[src/rtl/rd_uart_tx_pkg.sv]
// Shared definitions for the Wishbone read-return UART: FSM state codes,
// 8N1 frame constants and the line-level helper used by the transmitter.
package rd_uart_tx_pkg;

    // Transmitter FSM encodings (legacy-compatible two-bit codes)
    localparam logic [1:0] ST_IDLE  = 2'd0;
    localparam logic [1:0] ST_START = 2'd1;
    localparam logic [1:0] ST_DATA  = 2'd2;
    localparam logic [1:0] ST_STOP  = 2'd3;

    // 8N1 framing
    localparam int DATA_BITS = 8;
    localparam int STOP_BITS = 1;

    // Serial line level for a given FSM state: low for start, the current
    // shift-register LSB for data, high for stop and idle.
    function automatic logic line_level(input logic [1:0] st, input logic lsb);
        logic lvl;
        lvl = 1'b1;
        case (st)
            ST_START: lvl = 1'b0;
            ST_DATA:  lvl = lsb;
            default:  lvl = 1'b1;
        endcase
        return lvl;
    endfunction

endpackage

[src/rtl/rd_uart_tx_sync_fifo8.sv]
// DEPTH x 8 synchronous FIFO with registered occupancy. A push into a full
// FIFO is accepted only when a pop happens in the same cycle; the read
// port is combinational from the read pointer, so no bypass path exists
// from din to dout.
module sync_fifo8 #(
    parameter int DEPTH = 16,
    parameter int AW    = 4
) (
    input  logic          clk_i,
    input  logic          rst_i,
    input  logic          push,
    input  logic          pop,
    input  logic [7:0]    din,
    output logic [7:0]    dout,
    output logic [AW:0]   level,
    output logic          empty,
    output logic          accept
);

    localparam logic [AW:0] LEVEL_FULL = (AW+1)'(DEPTH);

    logic [7:0]    mem [DEPTH];
    logic [AW-1:0] wr_ptr;
    logic [AW-1:0] rd_ptr;
    logic          full;
    logic          do_rd;

    assign full   = (level == LEVEL_FULL);
    assign empty  = (level == '0);
    assign do_rd  = pop & ~empty;
    assign accept = push & (~full | do_rd);
    assign dout   = mem[rd_ptr];

    // Storage array: data only, no reset needed
    always_ff @(posedge clk_i) begin
        if (accept) begin
            mem[wr_ptr] <= din;
        end
    end

    // Pointers wrap naturally because DEPTH is a power of two
    always_ff @(posedge clk_i or negedge rst_i) begin
        if (!rst_i) begin
            wr_ptr <= '0;
            rd_ptr <= '0;
        end else begin
            if (accept) wr_ptr <= wr_ptr + 1'b1;
            if (do_rd)  rd_ptr <= rd_ptr + 1'b1;
        end
    end

    // Occupancy: changes only when exactly one of push/pop takes effect
    always_ff @(posedge clk_i or negedge rst_i) begin
        if (!rst_i) begin
            level <= '0;
        end else begin
            case ({accept, do_rd})
                2'b10:   level <= level + 1'b1;
                2'b01:   level <= level - 1'b1;
                default: level <= level;
            endcase
        end
    end

endmodule

[src/rtl/rd_uart_tx.sv]
// Read-return UART: captures every completed Wishbone read byte (one per
// rising edge of the slave ack), queues it, and sends it as an 8N1 frame on
// txd. The line is driven from a register one cycle behind the FSM state,
// so the first falling edge appears two edges after the capture edge.
module rd_uart_tx
    import rd_uart_tx_pkg::*;
#(
    parameter int CLK_DIV = 16,
    parameter int DEPTH   = 16,
    parameter int AW      = 4
) (
    input  logic          clk_i,
    input  logic          rst_i,
    input  logic          stb_i,
    input  logic          we_i,
    input  logic          ack_i,
    input  logic [7:0]    dat_i,
    input  logic          clr_ovf,
    output logic          txd,
    output logic          busy,
    output logic          ovf,
    output logic [AW:0]   level
);

    localparam logic [15:0] BAUD_RELOAD = 16'(CLK_DIV - 1);
    localparam logic [2:0]  LAST_DATA   = 3'(DATA_BITS - 1);
    localparam logic [2:0]  LAST_STOP   = 3'(STOP_BITS - 1);

    logic        ack_q;
    logic        cap;
    logic        pop;
    logic        fifo_empty;
    logic        fifo_accept;
    logic [7:0]  fifo_dout;
    logic [1:0]  state;
    logic [15:0] baud_cnt;
    logic        bit_end;
    logic [2:0]  bit_idx;
    logic [7:0]  shreg;
    logic        txd_q;

    // One capture per ack rising edge of a read cycle
    assign cap     = stb_i & ~we_i & ack_i & ~ack_q;
    assign pop     = (state == ST_IDLE) & ~fifo_empty;
    assign bit_end = (baud_cnt == 16'd0);
    assign busy    = (state != ST_IDLE) | ~fifo_empty;
    assign txd     = txd_q;

    sync_fifo8 #(
        .DEPTH (DEPTH),
        .AW    (AW)
    ) u_fifo (
        .clk_i  (clk_i),
        .rst_i  (rst_i),
        .push   (cap),
        .pop    (pop),
        .din    (dat_i),
        .dout   (fifo_dout),
        .level  (level),
        .empty  (fifo_empty),
        .accept (fifo_accept)
    );

    // Delayed ack for rising-edge detection
    always_ff @(posedge clk_i or negedge rst_i) begin
        if (!rst_i) begin
            ack_q <= 1'b0;
        end else begin
            ack_q <= ack_i;
        end
    end

    // Sticky overflow: a dropped byte sets it and wins over a same-cycle clear
    always_ff @(posedge clk_i or negedge rst_i) begin
        if (!rst_i) begin
            ovf <= 1'b0;
        end else if (cap & ~fifo_accept) begin
            ovf <= 1'b1;
        end else if (clr_ovf) begin
            ovf <= 1'b0;
        end
    end

    // Baud counter: loaded on frame start, reloads at every bit end
    always_ff @(posedge clk_i or negedge rst_i) begin
        if (!rst_i) begin
            baud_cnt <= 16'd0;
        end else if (state == ST_IDLE) begin
            if (pop) baud_cnt <= BAUD_RELOAD;
        end else if (bit_end) begin
            baud_cnt <= BAUD_RELOAD;
        end else begin
            baud_cnt <= baud_cnt - 16'd1;
        end
    end

    // Frame sequencer: START -> DATA x8 -> STOP, one IDLE cycle between frames
    always_ff @(posedge clk_i or negedge rst_i) begin
        if (!rst_i) begin
            state   <= ST_IDLE;
            bit_idx <= 3'd0;
        end else begin
            case (state)
                ST_IDLE: begin
                    if (pop) begin
                        state   <= ST_START;
                        bit_idx <= 3'd0;
                    end
                end
                ST_START: begin
                    if (bit_end) begin
                        state   <= ST_DATA;
                        bit_idx <= 3'd0;
                    end
                end
                ST_DATA: begin
                    if (bit_end) begin
                        if (bit_idx == LAST_DATA) begin
                            state   <= ST_STOP;
                            bit_idx <= 3'd0;
                        end else begin
                            bit_idx <= bit_idx + 3'd1;
                        end
                    end
                end
                ST_STOP: begin
                    if (bit_end) begin
                        if (bit_idx == LAST_STOP) begin
                            state   <= ST_IDLE;
                            bit_idx <= 3'd0;
                        end else begin
                            bit_idx <= bit_idx + 3'd1;
                        end
                    end
                end
                default: begin
                    state   <= ST_IDLE;
                    bit_idx <= 3'd0;
                end
            endcase
        end
    end

    // Shift register: loaded on pop, shifted right at each data bit end
    always_ff @(posedge clk_i) begin
        if (pop) begin
            shreg <= fifo_dout;
        end else if ((state == ST_DATA) && bit_end) begin
            shreg <= {1'b0, shreg[7:1]};
        end
    end

    // Registered line driver, idle high
    always_ff @(posedge clk_i or negedge rst_i) begin
        if (!rst_i) begin
            txd_q <= 1'b1;
        end else begin
            txd_q <= line_level(state, shreg[0]);
        end
    end

endmodule

[config.mk]
export PLATFORM = sky130hd
export DESIGN_NAME = rd_uart_tx
export DESIGN_NICKNAME = d
export VERILOG_FILES = /design/src/rtl/rd_uart_tx_pkg.sv /design/src/rtl/rd_uart_tx_sync_fifo8.sv /design/src/rtl/rd_uart_tx.sv
export SDC_FILE = /design/constraint.sdc
export NUM_CORES = 1
export LEC_CHECK = 0
export CORE_AREA = 4 4 117 119
export DETAILED_ROUTE_END_ITERATION = 12
export DIE_AREA = 0 0 121 123
export PLACE_DENSITY = 0.74
export SLEW_MARGIN = 10
export SYNTH_ARGS = -nofsm -noshare
export SYNTH_HDL_FRONTEND = slang
export SYNTH_HIERARCHICAL = 1
export SYNTH_SLANG_ARGS = --single-unit
[constraint.sdc]
create_clock -name clk_i -period 4.75 [get_ports clk_i]
set_clock_uncertainty 0.2 [all_clocks]
set_input_delay 1.1875 -clock clk_i [delete_from_list [all_inputs] [get_ports clk_i]]
set_output_delay 1.1875 -clock clk_i [all_outputs]
set_load 0.1 [all_outputs]
Yosys cells after proc, flatten, opt, wreduce, memory -nomap -nowiden. Memory sizes are Yosys's and may differ from the RTL's. Index checks and enable logic that the tools add are counted.

Register bits: 45. Memory bits (writable): 128. Bits of input ports: 14. Output and inout port bits: 8. Word-level logic and storage cells: 80. Memories: 1.

Add/sub/neg operators: 6. Equality and inequality tests: 13. Multiplexer cells: 25. Bitwise gates (word level): 14. Reductions and logical operators: 11.

Memory list: u_fifo.mem (words 16, bits a word 8, read ports 1, clocked after memory_dff 0, write ports 1, line rd_uart_tx_sync_fifo8.sv:22) `logic [7:0] mem [DEPTH];`.

Operator list (number): 16-bit two-way mux (3); 3-bit two-way mux (6); 16-bit logical NOT (1); 8-bit two-way mux (2); 16-bit by 1-bit subtractor with 16-bit output, second input constant (1); 2-bit two-way mux (6); 3-bit one-hot mux with 4 select lines (1); 2-bit inequality test, second input constant (5); 5-bit one-hot mux with 2 select lines (1); 4-bit by 1-bit adder with 4-bit output, second input constant (2); 2-bit one-hot mux with 4 select lines (1); 2-bit nonzero test (4); 1-bit AND (7); 2-bit equality test, second input constant (3); 6-bit AND reduction (1); 5-bit by 1-bit adder with 5-bit output, second input constant (1); 5-bit equality test, second input constant (1); 5-bit logical NOT (1); 1-bit NOT (5); 5-bit by 1-bit subtractor with 5-bit output, second input constant (1); 2-bit by 1-bit equality test with 1-bit output, second input constant (2); 1-bit two-way mux (4); 4-bit AND reduction (1); 3-bit by 1-bit adder with 3-bit output, second input constant (1); other kinds (7) (8).

Depth between registers and ports, before layout.
Word-level depth: 9. Gate-level depth with buffers: 15. Depth with buffers taken out: 14.

Modules after synthesis. The synthesis kept the hierarchy.

Modules (own cells, without submodules): sync_fifo8 (instances 1, cells an instance 329, area an instance 5756.8 µm², seq. area each 4169.0 µm²); rd_uart_tx (instances 1, cells an instance 161, area an instance 1735.4 µm², seq. area each 842.1 µm²).

Worst setup path after synthesis. Ideal clock, no wire load.

Path kind: register to register. Start: reg u_fifo.level[0]. End: reg u_fifo.level[4]. Library setup time: 0.159 ns. Arrival time: 3.733 ns. Data required time: 4.391 ns. Setup slack: 0.658 ns. Cell stages (with the launch flop): 15. Buffers on the path: 1. Period minus slack after synthesis: 4.092 ns. Cell sequence: dfrtp_1 -> or4_4 -> nor2_1 -> nor2_1 -> o31a_1 -> buf_6 -> inv_2 -> ha_1 -> inv_1 -> fa_1 -> nor2b_1 -> o21ai_0 -> nand3_1 -> or3b_2 -> xnor2_1.

Cells in the longest elaborated chain, start to end: 8. Elaborated cells on any way between the ends: 14. Classes of those cells: add/sub: 2; eq/ne: 3; mux: 1; bitwise: 6; reduce/logical: 2.

Ends and longest elaborated chain: start, declared (line rd_uart_tx_sync_fifo8.sv:15) `output logic [AW:0] level,`; start signal, assigned (line rd_uart_tx_sync_fifo8.sv:58) `2'b10: level <= level + 1'b1;`; start signal, assigned (line rd_uart_tx_sync_fifo8.sv:59) `2'b01: level <= level - 1'b1;`; start signal, assigned (line rd_uart_tx_sync_fifo8.sv:60) `default: level <= level;`; 5-bit logical NOT * (line rd_uart_tx_sync_fifo8.sv:29) `assign empty = (level == '0);`; via fifo_empty (line rd_uart_tx.sv:32) `logic fifo_empty;`; 1-bit NOT * (line rd_uart_tx.sv:44) `assign pop = (state == ST_IDLE) & ~fifo_empty;`; 1-bit AND * (line rd_uart_tx.sv:44); via pop (line rd_uart_tx.sv:31) `logic pop;`; 1-bit AND * (line rd_uart_tx_sync_fifo8.sv:30) `assign do_rd = pop & ~empty;`; 1-bit bitwise OR * (line rd_uart_tx_sync_fifo8.sv:31) `assign accept = push & (~full | do_rd);`; 1-bit AND * (line rd_uart_tx_sync_fifo8.sv:31); via fifo_accept (line rd_uart_tx.sv:33) `logic fifo_accept;`; 2-bit by 1-bit equality test with 1-bit output / 2-bit equality test (equally long branches) (line rd_uart_tx_sync_fifo8.sv:57) `case ({accept, do_rd})`; 5-bit one-hot mux with 2 select lines / 2-bit nonzero test (equally long branches).

Mark *: on every way through the listed nets, which the timed path passes. The rest lies on a longest branch. A chain may end at the register's enable or synchronous reset.

Worst setup path after layout.
Start: reg u_fifo.level[0]. End: out busy.

Cells in the longest elaborated chain, start to end: 3.

Ends and longest elaborated chain: 5-bit logical NOT (line rd_uart_tx_sync_fifo8.sv:29); via fifo_empty (line rd_uart_tx.sv:32); 1-bit NOT (line rd_uart_tx.sv:46) `assign busy = (state != ST_IDLE) | ~fifo_empty;`; 1-bit bitwise OR (line rd_uart_tx.sv:46); end, declared (line rd_uart_tx.sv:20) `output logic busy,`.

The timed path passes the listed nets, and every way through them passes these cells.

==> results.cfg <==
[run_status]
status = finished, final reports clean

[worst_setup_path]
worstSetupStartpointType = register
end_kind = primary output
r2r_cells = 14
worst-path-max-fanout = 10
crit_type = reg -> out
critical_path_arrival_ns = 2.75
required_ns = 3.36

[floorplanning]
die_w_um = 121
die-area_um2 = 14900
row_count = 41
start_util_pct = 59.6
core_area_um2 = 12600
die_h_um = 123
pin_count = 22

[global_routing]
grt_pass1_vias = 4184
track_usage_pct = 21.3
grt_overflow = 0
antenna_found_initial = 0
grt_start_max_net_pins = 38
grt_pass1_wl_um = 23300

[timing]
fin_crit_sh_pct = 87.0
setup_viol = 0
hold_viol = 0
fin_setup_tns_ns = 0
period_needed_ns = 4.13
rsz0062_at_grt = no
final-max-slew-violation-count = 0
hold_slack_ns = 0.277
max_freq_ghz = 0.242
worst_pin_slew_ns = 1.08
timing.slew.headroom_pct = 28.0

[finish]
final_common_cell = edfxtp_1
finalNetCount = 547
fin_util_pct = 66.9
diodes = 0
layout_common_cells = edfxtp_1 (136), dfrtp_1 (35), o21ai_0 (34), mux2i_1 (26), nand2_1 (23)
syn2layout_area_growth_pct = 12.2
drive_gt1_share_pct = 16.5

[cts]
clock_latency_ns = 0.43
cts_buffer_depth = 2
cts_buffers = 17
cts_root_buf = clkbuf_16
post_cts_buffers = 0
cts_tree = done
clkTransAtPathRegs_ns = 0.06
htree_levels = 4
ctsResizeCount = 0
cts.sinks = 173
cts-hold-fix-buffers = 0

[synth]
synthFlopType = edfxtp_1
ys_types = 62
mappedNetlistArea_um2 = 7490
syn_area_per_cell_um2 = 15.3
syn_nets = 523
yosysWarnings = 6
synthCells = 490
synth-edff-count = 136
synth_async_sr_flop_share_pct = 21.4
ys_seq_area_share_pct = 66.9
synth-seq-cells = 173

[route]
drtPass1Iterations = 5
vias = 4217
ant_nets = 0
drc = 0
routed_via_density = 6.03
topRoutingLayerUsed = met4
avgRoutedWirePerCell_um = 21.0
wl_met2_um = 7420
met3_length_um = 769
first_iter_violations = 395
met1_length_um = 6220
wl_um = 14700

[run]
drv_cap = 0

[pwr]
fin_total_pwr_uw = 3430
max-vdd-ir-drop_uv = 314
leakagePower_uw = 0.00317
powerDensity_nw_per_um2 = 408

[placement]
gp_congestion = 0.795
io_buffers = 21
place.detailed.hpwl_um = 9330

[min_path]
worstHoldPathCells = 2
hp-class = reg -> reg
==> state kept, by name, summed over array words and instances, names as in the netlist <==
name and count:
state 2, shreg 8, bit_idx 3, txd 1, ack_q 1, ovf 1, u_fifo/level 5, baud_cnt 16
u_fifo/wr_ptr 4, u_fifo/mem 128, u_fifo/rd_ptr 4
==> cell families after synthesis <==
group | share of synthesized area [%]
flip-flops | 66.9
AND/OR/NAND/NOR | 7.33
AO/OA/AOI/OAI | 7.85
multiplexers | 10.9
buffers and inverters | 2.60
adder cells (fa/ha/maj) | 3.27
XOR/XNOR | 1.17
==> power breakdown <==
group	switching, uW	internal [uW]	total [uW]	leakage, uW
Combinational	248	105	353	0.00122
Clock	568	779	1350	0.000268
Sequential	47.3	1680	1730	0.00168
Total	863	2570	3430	0.00317
==> synthesized netlist by cell type (all sizes together) (4+ instances only) <==
cell type / count / area [um^2]
or4: 4 / 38.8
nand2: 23 / 86.3
inv: 20 / 75.1
ha: 18 / 225
nor3: 7 / 35.0
mux2i: 26 / 260
a21oi: 17 / 85.1
dfrtp: 36 / 901
nor4: 4 / 40.0
buf: 10 / 61.3
a221oi: 8 / 70.1
nor2: 16 / 60.1
and2: 19 / 119
xnor2: 7 / 61.3
mux2: 17 / 195
edfxtp: 136 / 4080
nand3: 5 / 25.0
or3: 4 / 25.0
mux4: 16 / 360
o21ai: 35 / 186
a22oi: 9 / 67.6
clkbuf: 11 / 55.1
==> final timing paths <==
path                                           endpoint  slack, ns                        start
setup / recovery                                   busy       0.62  u_fifo/level[0]$_DFFE_PN0P_
hold / removal                            txd$_DFF_PN1_       0.28           shreg[0]$_DFFE_PP_
setup reg to reg            u_fifo/level[4]$_DFFE_PN0P_       0.95  u_fifo/level[0]$_DFFE_PN0P_
hold reg to reg                           txd$_DFF_PN1_       0.28           shreg[0]$_DFFE_PP_
max in group asynchronous  u_fifo/rd_ptr[0]$_DFFE_PN0P_       3.10                        rst_i
min in group asynchronous      baud_cnt[13]$_DFFE_PN0N_       0.66                        rst_i
==> area by class of cell <==
class	instances	area, um^2
Inverter	21	78.8
Fill cell	875	4160
Multi-Input combinational cell	275	2290
Clock inverter	12	139
Tap cell	172	215
Sequential cell	173	5010
Clock buffer	20	437
Timing Repair Buffer	26	240
==> metal layers <==
metal  vias up  GRT usage (%)
met2       139           34.9
met5         -              0
met1      2121           28.4
met3        23           5.03
li1       1934              -
met4         0           7.22
==> worst max-delay path, stage by stage, from the launching register on <==
cell and delay [ns]:
dfrtp_1 0.43, or4_4 0.53, nor2_1 0.22, and2_1 0.39, clkinv_1 0.39, buf_4 0.36
==> per-stage QoR <==
stage               setup slack [ns]  cells  area, um^2
floorplan                      0.658    490        7490
finish                         0.617    699        8410
global placement               0.564    667        7830
global route                   0.525    699        8410
CTS                            0.661    699        8410
detailed placement             0.458    667        7830
(Power assumes the default switching activity.)
